<file path="src/rtl/fp_pkg.sv">
// Shared IEEE-754 single-precision constants, overflow codes and divider FSM states.
package fp_pkg;

    localparam int unsigned EXP_W = 8;
    localparam int unsigned MAN_W = 23;
    localparam int unsigned BIAS  = 127;

    localparam logic [1:0] OVF_NONE = 2'b00;
    localparam logic [1:0] OVF_HI   = 2'b01;
    localparam logic [1:0] OVF_LO   = 2'b10;

    localparam logic [EXP_W-1:0] EXP_ZERO = '0;
    localparam logic [EXP_W-1:0] EXP_MAX  = '1;
    localparam logic [MAN_W-1:0] MAN_ZERO = '0;
    localparam logic [31:0]      QNAN     = 32'h7FC0_0000;

    typedef enum logic [1:0] {
        IDLE,
        DIVIDE,
        NORM,
        DONE
    } state_t;

endpackage

</file>
<file path="src/rtl/fp_div_iter.sv">
// Combinational restoring-division step chain: ITERS_PER_CYC trial subtractions per call.
module fp_div_iter #(
    parameter int unsigned ITERS_PER_CYC = 1
) (
    input  logic [24:0]              rem,
    input  logic [23:0]              mb,
    output logic [24:0]              rem_next,
    output logic [ITERS_PER_CYC-1:0] qbits
);

    logic [24:0] r;
    logic [25:0] diff;

    // Remainder stays below mb (< 2^24) after each step, so the shift never loses a set bit.
    always_comb begin
        r     = rem;
        diff  = '0;
        qbits = '0;
        for (int unsigned i = 0; i < ITERS_PER_CYC; i++) begin
            diff = {1'b0, r} - {2'b00, mb};
            qbits[ITERS_PER_CYC-1-i] = ~diff[25];
            if (!diff[25])
                r = diff[24:0];
            r = {r[23:0], 1'b0};
        end
        rem_next = r;
    end

endmodule

</file>
<file path="src/rtl/fp_div.sv">
// Iterative IEEE-754 single divider with valid/ready handshakes.
// Optional IEEE Inf/NaN decoding is enabled by defining FP_DIV_SPECIALS_EN.
module fp_div
    import fp_pkg::*;
#(
    parameter int unsigned ITERS_PER_CYC = 1
) (
    input  logic        clk,
    input  logic        rst,
    input  logic        en,
    input  logic        in_valid,
    output logic        in_ready,
    input  logic [31:0] flout_a,
    input  logic [31:0] flout_b,
    input  logic        round_cfg,
    output logic        out_valid,
    input  logic        out_ready,
    output logic [31:0] flout_c,
    output logic [1:0]  overflow
);

    if (ITERS_PER_CYC != 1 && ITERS_PER_CYC != 2) begin : g_bad_iters
        $error("fp_div: ITERS_PER_CYC must be 1 or 2");
    end

    localparam logic [4:0] CNT_LAST = 5'(26 / ITERS_PER_CYC - 1);

    state_t             state;
    logic               sign;
    logic               rnd;
    logic signed [9:0]  ed;
    logic [MAN_W:0]     mb;
    logic [24:0]        rem;
    logic [25:0]        q;
    logic [4:0]         cnt;

    logic [24:0]              rem_next;
    logic [ITERS_PER_CYC-1:0] qbits;

    logic [7:0]  ea, eb;
    logic        s_in, a_zero, b_zero;
    logic        special;
    logic [31:0] spec_c;
    logic [1:0]  spec_ovf;

    assign in_ready = (state == IDLE) & rst;

    assign ea     = flout_a[30:23];
    assign eb     = flout_b[30:23];
    assign s_in   = flout_a[31] ^ flout_b[31];
    assign a_zero = (ea == EXP_ZERO);
    assign b_zero = (eb == EXP_ZERO);

`ifdef FP_DIV_SPECIALS_EN
    logic a_inf, b_inf, a_nan, b_nan;
    assign a_inf = (ea == EXP_MAX) && (flout_a[22:0] == MAN_ZERO);
    assign b_inf = (eb == EXP_MAX) && (flout_b[22:0] == MAN_ZERO);
    assign a_nan = (ea == EXP_MAX) && (flout_a[22:0] != MAN_ZERO);
    assign b_nan = (eb == EXP_MAX) && (flout_b[22:0] != MAN_ZERO);
`endif

    always_comb begin
        special  = 1'b0;
        spec_c   = '0;
        spec_ovf = OVF_NONE;
`ifdef FP_DIV_SPECIALS_EN
        if (a_nan || b_nan || (a_inf && b_inf) || (a_zero && b_zero)) begin
            special  = 1'b1;
            spec_c   = QNAN;
            spec_ovf = OVF_HI;
        end else if (a_inf || b_zero) begin
            special  = 1'b1;
            spec_c   = {s_in, EXP_MAX, MAN_ZERO};
            spec_ovf = OVF_HI;
        end else if (b_inf || a_zero) begin
            special  = 1'b1;
        end
`else
        if (b_zero) begin
            special  = 1'b1;
            spec_c   = {s_in, EXP_MAX, MAN_ZERO};
            spec_ovf = OVF_HI;
        end else if (a_zero) begin
            special  = 1'b1;
        end
`endif
    end

    fp_div_iter #(.ITERS_PER_CYC(ITERS_PER_CYC)) u_iter (
        .rem      (rem),
        .mb       (mb),
        .rem_next (rem_next),
        .qbits    (qbits)
    );

    logic [22:0]       frac_t, frac_r;
    logic              rbit;
    logic signed [9:0] e_t, e_r;
    logic [23:0]       frac_inc;

    always_comb begin
        if (q[25]) begin
            frac_t = q[24:2];
            rbit   = q[1];
            e_t    = ed;
        end else begin
            frac_t = q[23:1];
            rbit   = q[0];
            e_t    = ed - 10'sd1;
        end
        frac_inc = {1'b0, frac_t} + 24'd1;
        frac_r   = frac_t;
        e_r      = e_t;
        if (rnd && rbit) begin
            frac_r = frac_inc[22:0];
            if (frac_inc[23])
                e_r = e_t + 10'sd1;
        end
    end

    // Special results are written on the accepting edge; out_valid follows one edge later in DONE.
    always_ff @(posedge clk) begin
        if (!rst) begin
            state     <= IDLE;
            out_valid <= 1'b0;
            flout_c   <= '0;
            overflow  <= OVF_NONE;
            sign      <= 1'b0;
            rnd       <= 1'b0;
            ed        <= '0;
            mb        <= '0;
            rem       <= '0;
            q         <= '0;
            cnt       <= '0;
        end else if (en) begin
            case (state)
                IDLE: begin
                    if (in_valid) begin
                        sign <= s_in;
                        rnd  <= round_cfg;
                        ed   <= {2'b00, ea} - {2'b00, eb} + 10'(BIAS);
                        mb   <= {1'b1, flout_b[22:0]};
                        rem  <= {2'b01, flout_a[22:0]};
                        q    <= '0;
                        cnt  <= '0;
                        if (special) begin
                            flout_c  <= spec_c;
                            overflow <= spec_ovf;
                            state    <= DONE;
                        end else begin
                            state <= DIVIDE;
                        end
                    end
                end
                DIVIDE: begin
                    rem <= rem_next;
                    q   <= {q[25-ITERS_PER_CYC:0], qbits};
                    cnt <= cnt + 5'd1;
                    if (cnt == CNT_LAST)
                        state <= NORM;
                end
                NORM: begin
                    if (e_r >= 10'sd255) begin
                        flout_c  <= {sign, EXP_MAX, MAN_ZERO};
                        overflow <= OVF_HI;
                    end else if (e_r <= 10'sd0) begin
                        flout_c  <= '0;
                        overflow <= OVF_LO;
                    end else begin
                        flout_c  <= {sign, e_r[7:0], frac_r};
                        overflow <= OVF_NONE;
                    end
                    out_valid <= 1'b1;
                    state     <= DONE;
                end
                DONE: begin
                    if (out_valid && out_ready) begin
                        out_valid <= 1'b0;
                        state     <= IDLE;
                    end else begin
                        out_valid <= 1'b1;
                    end
                end
                default: state <= IDLE;
            endcase
        end
    end

endmodule
</file>
<file path="config.mk">
export PLATFORM = sky130hd
export DESIGN_NAME = fp_div
export DESIGN_NICKNAME = d
export VERILOG_FILES = /design/src/rtl/fp_pkg.sv /design/src/rtl/fp_div_iter.sv /design/src/rtl/fp_div.sv
export SDC_FILE = /design/constraint.sdc
export NUM_CORES = 1
export LEC_CHECK = 0
export CORE_UTILIZATION = 58
export DETAILED_ROUTE_END_ITERATION = 6
export PLACE_DENSITY = 0.78
export SYNTH_ARGS = -nofsm -noshare
export SYNTH_HDL_FRONTEND = slang
export SYNTH_HIERARCHICAL = 1
export SYNTH_SLANG_ARGS = --single-unit
</file>
<file path="constraint.sdc">
create_clock -name clk -period 9.4 [get_ports clk]
set_clock_uncertainty 0.15 [all_clocks]
set_input_delay 2.82 -clock clk [delete_from_list [all_inputs] [get_ports clk]]
set_output_delay 2.82 -clock clk [all_outputs]
set_load 0.01 [all_outputs]
</file>
==> impl_metrics.tcl <==
set metrics [dict create \
    drive_above_1_share 0.08875 \
    intPower_w 0.001366 \
    grt_overflow_total 0 \
    crit_family "buffers and inverters" \
    place_area_mm2 0.009818 \
    fin_crit_sh 0.7606 \
    finalCoreUtilization 0.6892 \
    vias 7769 \
    layout_setup_ws_ns 2.251 \
    synth_top_area_cell "dfxtp_1" \
    cap_viol_max_count 0 \
    final_area_mm2 0.01044 \
    synth_flop_cell "dfxtp_1" \
    dp_hpwl_um 14030 \
    die_w_um 126.2 \
    ir_drop_mv 0.1394 \
    mappedNetlistArea_mm2 0.008954 \
    drt_iter0_drc 430 \
    post-route-drc-count 0 \
    cts_root_buf "clkbuf_16" \
    slew_headroom 0.2980 \
    grt_max_degree 92 \
    switchingPower_w 0.0006847 \
    r2r.worst_path.cells 9 \
    grt_pass1_vias 7439 \
    insertion_delay_ns 0.42 \
    antenna_found_initial 1 \
    viasPerCell 5.855 \
    dpl_worst_slack_ns 2.251 \
    path_class "in -> out" \
    cp_num_buf_inv 3 \
    hold-path-cell-count 2 \
    nNetsFinal 1239 \
    fmax_ghz 0.1399 \
    p_per_area_mw_per_mm2 196.4 \
    cp_max_fo 8 \
    initial_core_util 0.5912 \
    arrival_ns 4.18 \
    combPwrFrac 0.370 \
    ant_nets 0 \
    ys_ff_latch 129 \
    buffer_ports.inserted 105 \
    routedWlPerCell_um 15.02 \
    synth_top_area_frac 0.2884 \
    crit_cells 4 \
    power_leakage_nw 3.980 \
    yosysUniqueCellTypes 87 \
    gp_congestion 0.8890 \
    switching_share 0.3339 \
    core_mm2 0.01515 \
    cp_slowest_cell "clkdlybuf4s50_1" \
    yosys_warnings 6 \
    multi_input_area_mm2 0.005682 \
    slowest_delay_ns 0.68 \
    finalCriticalPeriod_ns 7.149 \
    fin_setup_tns_ns 0 \
    critPathCaptureType "output pin" \
    cts_buffers 17 \
    outcome "finished, final reports clean" \
    die_area_mm2 0.01594 \
    yosysSeqAreaShare 0.2884 \
    ctsHoldBuffers 0 \
    ys_async_sr_fraction 0 \
    grt_pass1_wl_um 34160 \
    seq_power_share 0.294 \
    seqCellArea_mm2 0.002584 \
    hold_viol_final 0 \
    syn_inst 1070 \
    cts_tree "done" \
    cts_resized 0 \
    h-tree-depth 4 \
    post-cts-setup-buffers 0 \
    clk_pin_slew_ns 0.06 \
    synthTopCellsByArea "dfxtp_1 29%, ha_1 5.9%, nor2_1 4.6%" \
    crit_path_frequent_cell "clkdlybuf4s50_1" \
    required_ns 6.43 \
    synth_edf_count 0 \
    cts.sinks 129 \
    fillerInstances 1229 \
    crit_chain "clkdlybuf4s50_1 > inv_2 > nor2_1 > clkdlybuf4s50_1" \
    finalMaxSlewViolations 0 \
    grt.total_usage 0.2606 \
    setup_viol 0 \
    areaGrowthSynthToFinish_pct 16.59 \
    die_h_um 126.2 \
    drt_first_pass_iters 5 \
    worst_pin_slew_ns 1.053 \
    drt_wl_total_um 19930 \
    pin_count 106 \
    hold_path_class "reg -> reg" \
    synth.avg_cell_area_um2 8.368 \
    rows 45 \
    rsz0062_at_grt "false" \
    syn_nets 1184 \
    power_frac_clock 0.336 \
    clock_path_buffers 2 \
    cp-start-kind "input pin" \
]
==> stage by stage <==
stage	hold slack, ns	std cells	power (W)
3_5_place_dp	0.2968	1294	0.001361
6_report	0.3025	1327	0.002050
3_3_place_gp	0.2843	1294	0.001349
4_1_cts	0.3048	1326	0.002056
2_1_floorplan	0.2863	1070	0.001264
5_1_grt	0.3318	1327	0.002157
==> final timing paths <==
path,start,endpoint,slack [ns]
hold / removal,mb[12]$_SDFFE_PN0P_,mb[12]$_SDFFE_PN0P_,0.30
hold reg to reg,mb[12]$_SDFFE_PN0P_,mb[12]$_SDFFE_PN0P_,0.30
setup / recovery,rst,in_ready,2.25
setup reg to reg,q[25]$_SDFFE_PN0P_,flout_c[16]$_SDFFE_PN0P_,5.30
==> registers in the layout, indices dropped and copies added (netlist names) <==
name,cells
rem,25
mb,24
rnd,1
ed,10
sign,1
out_valid,1
overflow,2
state,2
q,26
cnt,5
flout_c,32
==> cell usage after synthesis (3+ instances only) <==
cell type,number
nand2b_1,13
mux2_4,17
a221oi_1,3
clkbuf_2,4
dfxtp_1,129
a221o_1,8
buf_2,4
nor3_1,16
buf_1,5
and4_1,4
nand2_1,107
and2_1,7
o21a_1,9
o21ai_0,24
ha_1,42
or3_1,4
xnor2_1,39
nor2b_1,6
or2_2,4
o211ai_1,5
buf_6,5
inv_1,52
a211o_1,3
nor2_1,109
a22o_1,23
nand3_1,19
a22oi_1,27
o21bai_1,3
o31ai_1,4
a31oi_1,8
and3_1,12
o22ai_1,4
buf_4,4
clkbuf_1,48
a211oi_1,40
bufbuf_16,3
nor4_1,11
mux2i_1,39
xor2_1,25
nand4_1,13
a311oi_1,5
a21o_1,18
a21oi_1,71
mux2_2,18
==> layer usage <==
metal | routed length (um) | track usage
met3 | 545 | 0.03441
met2 | 9693 | 0.4651
met5 | 0 | 0
met4 | 334 | 0.09426
met1 | 9359 | 0.3195
==> placed cells by master, fill, tap and decap left out, types with 24 or more instances in the layout <==
| cell | count |
|---|---|
| o21ai_0 | 24 |
| ha_1 | 42 |
| mux2i_1 | 39 |
| xor2_1 | 25 |
| xnor2_1 | 39 |
| nor2_1 | 107 |
| a22oi_1 | 27 |
| a21oi_1 | 71 |
| nand2_1 | 107 |
| clkdlybuf4s50_1 | 105 |
| dfxtp_1 | 128 |
| a211oi_1 | 40 |
| inv_1 | 51 |
==> cell type report <==
class                           instances  share of cell area
Clock buffer                           18             0.04207
Tap cell                              188             0.02253
Multi-Input combinational cell        810              0.5443
Sequential cell                       129              0.2475
Clock inverter                         14             0.01714
Inverter                               53             0.01906
Timing Repair Buffer                  114              0.1072
Antenna cell                            1           0.0002397
==> power groups by stage <==
stage               Clock (W)  Sequential, W  Combinational, W
finish               0.000689       0.000603          0.000758
global route         0.000717       0.000608          0.000832
CTS                  0.000697       0.000603          0.000755
global placement            0       0.000613          0.000735
detailed placement          0       0.000615          0.000746
floorplan                   0       0.000606          0.000658
==> worst reg2reg max path: stages, from the launching register on <==
cell and delay [ns]:
dfxtp_2 0.32, buf_4 0.50, mux2i_1 0.25, nor4_4 0.52, nand4_2 0.34, nor4_1 0.41, xnor2_1 0.21, a41o_1 0.31
a211oi_4 0.76, a32o_1 0.28
==> kinds of logic after synthesis <==
logic type / share of synthesized area
AOI/OAI and AO/OA: 0.2293
buffers and inverters: 0.07812
adders and majority gates: 0.06316
other: 0.0004188
muxes: 0.09474
xor gates and xnor gates: 0.06261
and+or+nand+nor: 0.1832
DFF: 0.2884
No activity file was read; power rests on OpenSTA's default activity.
